[src/rtl/conv_ag_pkg.sv]
// Shared types and constants for the convolution window address generator.
// The config struct is sized from these constants; the top-level parameters default to them.
package conv_ag_pkg;

  localparam int PKG_BUF_DEPTH = 1024;
  localparam int PKG_DIM_WIDTH = 8;
  localparam int PKG_CH_WIDTH  = 6;
  localparam int PKG_ADDR_WIDTH = $clog2(PKG_BUF_DEPTH);

  // Signed width for tap coordinates: o*S needs 2*DIM bits, +kx and -P need headroom and a sign.
  localparam int TAP_SW = PKG_DIM_WIDTH * 2 + 2;

  typedef enum logic [1:0] {
    IDLE = 2'd0,
    RUN  = 2'd1,
    DONE = 2'd2
  } state_e;

  typedef struct packed {
    logic [PKG_DIM_WIDTH-1:0]  k_size;
    logic [PKG_DIM_WIDTH-1:0]  i_size;
    logic [PKG_CH_WIDTH-1:0]   ch;
    logic [PKG_DIM_WIDTH-1:0]  stride;
    logic [PKG_DIM_WIDTH-1:0]  pad;
    logic [PKG_DIM_WIDTH-1:0]  o_x;
    logic [PKG_DIM_WIDTH-1:0]  o_y;
    logic [PKG_ADDR_WIDTH-1:0] start_addr;
    logic [PKG_ADDR_WIDTH-1:0] ch_stride;
  } cfg_t;

endpackage

[src/rtl/conv_tap_addr_calc.sv]
// Combinational tap address: maps (c, kx, ky) under a window config to an
// input-buffer address, or flags the tap as lying in the zero-padding border.
module conv_tap_addr_calc
  import conv_ag_pkg::*;
(
  input  cfg_t                      cfg,
  input  logic [PKG_CH_WIDTH-1:0]   c,
  input  logic [PKG_DIM_WIDTH-1:0]  kx,
  input  logic [PKG_DIM_WIDTH-1:0]  ky,
  output logic [PKG_ADDR_WIDTH-1:0] addr,
  output logic                      pad
);

  logic signed [TAP_SW-1:0] r;
  logic signed [TAP_SW-1:0] col;
  logic signed [TAP_SW-1:0] w;
  logic [31:0]              lin;

  // NOTE: every signal written here is assigned unconditionally, so no latch is inferred.
  always_comb begin
    r   = signed'(TAP_SW'(cfg.o_x) * TAP_SW'(cfg.stride) + TAP_SW'(kx)) - signed'(TAP_SW'(cfg.pad));
    col = signed'(TAP_SW'(cfg.o_y) * TAP_SW'(cfg.stride) + TAP_SW'(ky)) - signed'(TAP_SW'(cfg.pad));
    w   = signed'(TAP_SW'(cfg.i_size));
    pad = r[TAP_SW-1] | col[TAP_SW-1] | (r >= w) | (col >= w);
    // Only meaningful for in-plane taps, where r and col are non-negative.
    lin = 32'(cfg.start_addr)
        + 32'(c) * 32'(cfg.ch_stride)
        + 32'(r[TAP_SW-1:0]) * 32'(cfg.i_size)
        + 32'(col[TAP_SW-1:0]);
    addr = pad ? '0 : PKG_ADDR_WIDTH'(lin % 32'(PKG_BUF_DEPTH));
  end

endmodule

[src/rtl/conv_window_addr_gen.sv]
// Convolution window address generator: walks channel, kernel row, kernel column
// for one output pixel and streams one input-buffer address per tap with valid/ready.
module conv_window_addr_gen
  import conv_ag_pkg::*;
#(
  parameter  int BUF_DEPTH  = PKG_BUF_DEPTH,
  parameter  int DIM_WIDTH  = PKG_DIM_WIDTH,
  parameter  int CH_WIDTH   = PKG_CH_WIDTH,
  localparam int ADDR_WIDTH = $clog2(BUF_DEPTH)
) (
  input  logic                  i_clk,
  input  logic                  i_nrst,
  input  logic                  i_start,
  input  logic                  i_clear,
  input  logic [DIM_WIDTH-1:0]  i_k_size,
  input  logic [DIM_WIDTH-1:0]  i_i_size,
  input  logic [CH_WIDTH-1:0]   i_ch,
  input  logic [DIM_WIDTH-1:0]  i_stride,
  input  logic [DIM_WIDTH-1:0]  i_pad,
  input  logic [DIM_WIDTH-1:0]  i_o_x,
  input  logic [DIM_WIDTH-1:0]  i_o_y,
  input  logic [ADDR_WIDTH-1:0] i_start_addr,
  input  logic [ADDR_WIDTH-1:0] i_ch_stride,
  output logic                  o_valid,
  input  logic                  i_ready,
  output logic [ADDR_WIDTH-1:0] o_addr,
  output logic                  o_pad,
  output logic                  o_last,
  output logic                  o_busy,
  output logic                  o_done,
  output logic                  o_cfg_err
);

  state_e state_q, state_d;
  cfg_t   cfg_in, cfg_q, sel_cfg;

  logic [PKG_CH_WIDTH-1:0]  c_q, c_n, sel_c;
  logic [PKG_DIM_WIDTH-1:0] kx_q, kx_n, ky_q, ky_n, sel_kx, sel_ky;
  logic [PKG_DIM_WIDTH-1:0] k_m1;
  logic                     cfg_bad, accept, hs, at_last, sel_last;
  logic [PKG_ADDR_WIDTH-1:0] calc_addr;
  logic                     calc_pad;

  assign cfg_in = '{
    k_size:     i_k_size,
    i_size:     i_i_size,
    ch:         i_ch,
    stride:     i_stride,
    pad:        i_pad,
    o_x:        i_o_x,
    o_y:        i_o_y,
    start_addr: i_start_addr,
    ch_stride:  i_ch_stride
  };

  assign cfg_bad = (cfg_in.k_size == '0) || (cfg_in.ch == '0) ||
                   (cfg_in.stride == '0) || (cfg_in.i_size == '0);
  assign accept  = (state_q == IDLE) && i_start && !i_clear && !cfg_bad;
  assign hs      = o_valid && i_ready;
  assign o_busy  = (state_q == RUN);

  // Counter stepping: ky innermost, then kx, then channel.
  always_comb begin
    k_m1    = cfg_q.k_size - PKG_DIM_WIDTH'(1);
    at_last = (c_q == cfg_q.ch - PKG_CH_WIDTH'(1)) && (kx_q == k_m1) && (ky_q == k_m1);
    c_n     = c_q;
    kx_n    = kx_q;
    ky_n    = ky_q + PKG_DIM_WIDTH'(1);
    if (ky_q == k_m1) begin
      ky_n = '0;
      kx_n = kx_q + PKG_DIM_WIDTH'(1);
      if (kx_q == k_m1) begin
        kx_n = '0;
        c_n  = c_q + PKG_CH_WIDTH'(1);
      end
    end
  end

  // The calculator always looks one element ahead so outputs can be registered:
  // from IDLE it sees the incoming config at tap 0, in RUN the stepped counters.
  always_comb begin
    sel_cfg = cfg_q;
    sel_c   = c_n;
    sel_kx  = kx_n;
    sel_ky  = ky_n;
    if (state_q == IDLE) begin
      sel_cfg = cfg_in;
      sel_c   = '0;
      sel_kx  = '0;
      sel_ky  = '0;
    end
    sel_last = (sel_c  == sel_cfg.ch - PKG_CH_WIDTH'(1)) &&
               (sel_kx == sel_cfg.k_size - PKG_DIM_WIDTH'(1)) &&
               (sel_ky == sel_cfg.k_size - PKG_DIM_WIDTH'(1));
  end

  conv_tap_addr_calc u_calc (
    .cfg  (sel_cfg),
    .c    (sel_c),
    .kx   (sel_kx),
    .ky   (sel_ky),
    .addr (calc_addr),
    .pad  (calc_pad)
  );

  always_comb begin
    state_d = state_q;
    unique case (state_q)
      IDLE:    if (accept) state_d = RUN;
      RUN:     if (hs && at_last) state_d = DONE;
      DONE:    state_d = IDLE;
      default: state_d = IDLE;
    endcase
    if (i_clear) state_d = IDLE;
  end

  // NOTE: sequential state uses non-blocking assignments so every register samples pre-edge values.
  always_ff @(posedge i_clk or negedge i_nrst) begin
    if (!i_nrst) state_q <= IDLE;
    else         state_q <= state_d;
  end

  always_ff @(posedge i_clk or negedge i_nrst) begin
    if (!i_nrst) begin
      cfg_q     <= '0;
      c_q       <= '0;
      kx_q      <= '0;
      ky_q      <= '0;
      o_valid   <= 1'b0;
      o_addr    <= '0;
      o_pad     <= 1'b0;
      o_last    <= 1'b0;
      o_done    <= 1'b0;
      o_cfg_err <= 1'b0;
    end else if (i_clear) begin
      cfg_q     <= '0;
      c_q       <= '0;
      kx_q      <= '0;
      ky_q      <= '0;
      o_valid   <= 1'b0;
      o_addr    <= '0;
      o_pad     <= 1'b0;
      o_last    <= 1'b0;
      o_done    <= 1'b0;
      o_cfg_err <= 1'b0;
    end else begin
      o_cfg_err <= (state_q == IDLE) && i_start && cfg_bad;
      o_done    <= 1'b0;
      if (accept) begin
        cfg_q   <= cfg_in;
        c_q     <= '0;
        kx_q    <= '0;
        ky_q    <= '0;
        o_valid <= 1'b1;
        o_addr  <= calc_addr;
        o_pad   <= calc_pad;
        o_last  <= sel_last;
      end else if (hs) begin
        if (at_last) begin
          c_q     <= '0;
          kx_q    <= '0;
          ky_q    <= '0;
          o_valid <= 1'b0;
          o_addr  <= '0;
          o_pad   <= 1'b0;
          o_last  <= 1'b0;
          o_done  <= 1'b1;
        end else begin
          c_q    <= c_n;
          kx_q   <= kx_n;
          ky_q   <= ky_n;
          o_addr <= calc_addr;
          o_pad  <= calc_pad;
          o_last <= sel_last;
        end
      end
    end
  end

endmodule

[config.mk]
export PLATFORM = sky130hd
export DESIGN_NAME = conv_window_addr_gen
export DESIGN_NICKNAME = d
export VERILOG_FILES = /design/src/rtl/conv_ag_pkg.sv /design/src/rtl/conv_tap_addr_calc.sv /design/src/rtl/conv_window_addr_gen.sv
export SDC_FILE = /design/constraint.sdc
export NUM_CORES = 1
export LEC_CHECK = 0
export CAP_MARGIN = 30
export CORE_MARGIN = 2
export CORE_UTILIZATION = 40
export DETAILED_ROUTE_END_ITERATION = 7
export MAX_ROUTING_LAYER = met4
export SYNTH_ARGS = -nofsm -noshare
export SYNTH_HDL_FRONTEND = slang
export SYNTH_SLANG_ARGS = --single-unit
[constraint.sdc]
create_clock -name i_clk -period 12.18 [get_ports i_clk]
set_input_delay 1.827 -clock i_clk [delete_from_list [all_inputs] [get_ports i_clk]]
set_output_delay 1.827 -clock i_clk [all_outputs]
set_load 0.01 [all_outputs]
==> results.md <==
* Status: complete, no violations
* Async S/R FF share, synth at 1.00
* Avg Vias per Cell at 5.39
* Share of cells above drive strength 1 at 0.0692
* Startpoint Class: flop
* Largest cells by area after synthesis: fa_1 (20%), dfrtp_1 (17%), ha_1 (13%)
* Cts bufs inserted at 17
* Synth Flop Type: dfrtp_1
* Largest net degree at the start of global routing at 79
* Fillcell total at 4041
* Post-synthesis cell area at 16600 um2
* Max Transition Viols Final at 0
* DRT met1 WL at 22.5 mm
* Post-synth EDFFs at 0
* Area Overhead vs Synth at 15.3%
* CP max-delay cell: fa_1
* Met3 WL post-DR at 3.10 mm
* Register area share after synthesis at 0.170
* Commonest cells in the netlist: nand2_1 (369), inv_1 (241), ha_1 (168), fa_1 (166), nor2_1 (146)
* Relative slew slack at 0.325
* FMAX at 86.0 MHz
* Root Buffer: clkbuf_16
* Final Hold Viols at 0
* GR Overflow Total at 0
* Worst EP required at 12.51 ns
* Die X at 208 um
* Clk sink count at 113
* Die area at 43200 um2
* Antenna-violating nets left at 0
* Yosys warning count at 0
* DR iter-0 viols at 970
* Final Cell Area at 19100 um2
* Routed length on met2 at 23.1 mm
* Gpl congestion at 0.931
* # IOs at 95
* Wire length of the first global-routing pass at 81.7 mm
* Routed WL per cell at 18.8 um
* CP peak stage delay at 0.57 ns
* Number of diodes at 0
* Dpl hpwl at 40.0 mm
* Pre-antenna DRT Iters at 5
* Synth unique cells at 78
* Worst hold path class: reg -> reg
* IO buf count at 94
* Die height at 208 um
* CTS Buffer Depth at 2
* DR vias at 14.4k
* GRT Util Overall at 0.249
* DRT Wirelength at 50.3 mm
* Layout Nets at 2538
* Hold Buf Count CTS at 0
* Leading area contributor after synthesis: fa_1
* Tightest Pin Transition at 0.985 ns
* Worst skew pair latency at 0.47 ns
* Crit path arrival time at 11.96 ns
* Fin crit period at 11.63 ns
* Period utilization at 0.955
* Post-Syn Area per Cell at 8.20 um2
* Most frequent cell after synthesis: nand2_1
* Syn Inst Count at 2024
* Clock Skews at 0.0172 ns
* Placed Area at 18400 um2
* Initial antenna violation count at 0
* Hold_ws at 0.485 ns
* TritonCTS clock tree: built
* Max Cap Violations at 0
* CTS clk-pin slew, worst paths at 0.07 ns
* # setup viols final at 0
* Synth Net Count at 2437
* Crit-path max FO at 8
* DR top layer: met4
* Crit path top cell by count: fa_1
* Synth Register Bits at 113
* Synth top area share at 0.200
* CTS H-tree depth at 4
* Drt drc at 0
* Crit Path Class: reg -> reg
* Initial Util at 0.406
* Fin Setup TNS at 0 ns
* Rows at 74
* Vias in the first global route at 14.8k
* Element type at the critical path end: flop
* Core Region at 40900 um2
## registers in the layout, indices dropped and copies added (netlist names), 2 cells and up
signal	cells
cfg_q	74
o_addr	10
kx_q	8
ky_q	8
c_q	6
state_q	2
## path summary, 6_finish.rpt
check / slack [ns] / end / from / cells past startpoint
worst max register to register: 0.55 / o_addr[9] / cfg_q[67] / 42
min in group asynchronous: 1.40 / o_done / i_nrst / 1
max in group asynchronous: 9.69 / kx_q[5] / i_nrst / 3
worst max-delay path: 0.55 / o_addr[9] / cfg_q[67] / 42
worst min-delay path: 0.49 / o_addr[8] / o_addr[8] / 2
worst min register to register: 0.49 / o_addr[8] / o_addr[8] / 2
## cells in the final DEF, fill, tap and decap left out, drive strengths merged, types with 9 or more instances in the layout
master / netlist / layout
a21o: 17 / 17
nand2b: 14 / 14
or2: 16 / 16
xnor2: 74 / 74
xor2: 40 / 40
buf: 11 / 65
clkdlybuf4s50: 0 / 93
a21oi: 71 / 71
or3: 11 / 11
ha: 168 / 168
inv: 241 / 244
nor4: 19 / 19
nor2b: 16 / 16
nor3: 38 / 38
o21a: 14 / 14
nand2: 369 / 369
fa: 166 / 166
dfrtp: 113 / 113
and3: 15 / 15
o21ai: 131 / 131
nand3: 45 / 45
mux2i: 52 / 52
clkbuf: 66 / 20
nor2: 146 / 146
and2: 22 / 22
a22o: 9 / 9
o31ai: 17 / 17
o21bai: 9 / 9
## critical path, delay by kind of cell, from the launching register on
kind / cells / cell delay [ns]
compound gates: 4 / 0.66
xor+xnor: 13 / 2.58
fa+ha+maj: 13 / 5.87
buf+inv: 8 / 0.68
flops: 1 / 0.46
simple gates: 4 / 1.23
## per-stage QoR
step | setup WS, ns | instances | utilization
6_report | 0.553 | 2670 | 0.468
5_1_grt | -0.00518 | 2670 | 0.468
4_1_cts | 0.274 | 2668 | 0.464
3_5_place_dp | 0.123 | 2636 | 0.450
3_3_place_gp | 0.275 | 2635 | 0.450
2_1_floorplan | 0.477 | 2024 | -
## what timing repair did
| action | in CTS | in global routing |
|---|---|---|
| gates resized for setup | 0 | 28 |
| endpoints found under the setup margin | 0 | 1 |
| buffers inserted | 0 | 1 |
## metal layers
layer  up-vias  track usage
met2       418        0.394
met3        85       0.0434
li1       6897            -
met4         0       0.0898
met1      6995        0.319
met5         -            -
## cell families (layout without fill, tap and decap cells)
family | Yosys count | after routing | share of synthesized area
compound gates | 339 | 339 | 0.129
xor+xnor | 117 | 117 | 0.0642
fa+ha+maj | 334 | 334 | 0.327
buf+inv | 319 | 433 | 0.0727
flops | 113 | 113 | 0.170
mux | 53 | 53 | 0.0320
simple gates | 749 | 749 | 0.205
## area by class of cell
| type | instances | area, um2 | area share |
|---|---|---|---|
| Clock inverter | 12 | 134 | 0.00699 |
| Tap cell | 532 | 666 | 0.0348 |
| Multi-Input combinational cell | 1592 | 12700 | 0.663 |
| Inverter | 242 | 908 | 0.0475 |
| Timing Repair Buffer | 159 | 1460 | 0.0764 |
| Sequential cell | 113 | 2830 | 0.148 |
| Clock buffer | 20 | 447 | 0.0233 |
Power is not shown: default switching activity piles up to over one toggle a cycle in this logic, so the estimate is an artifact.
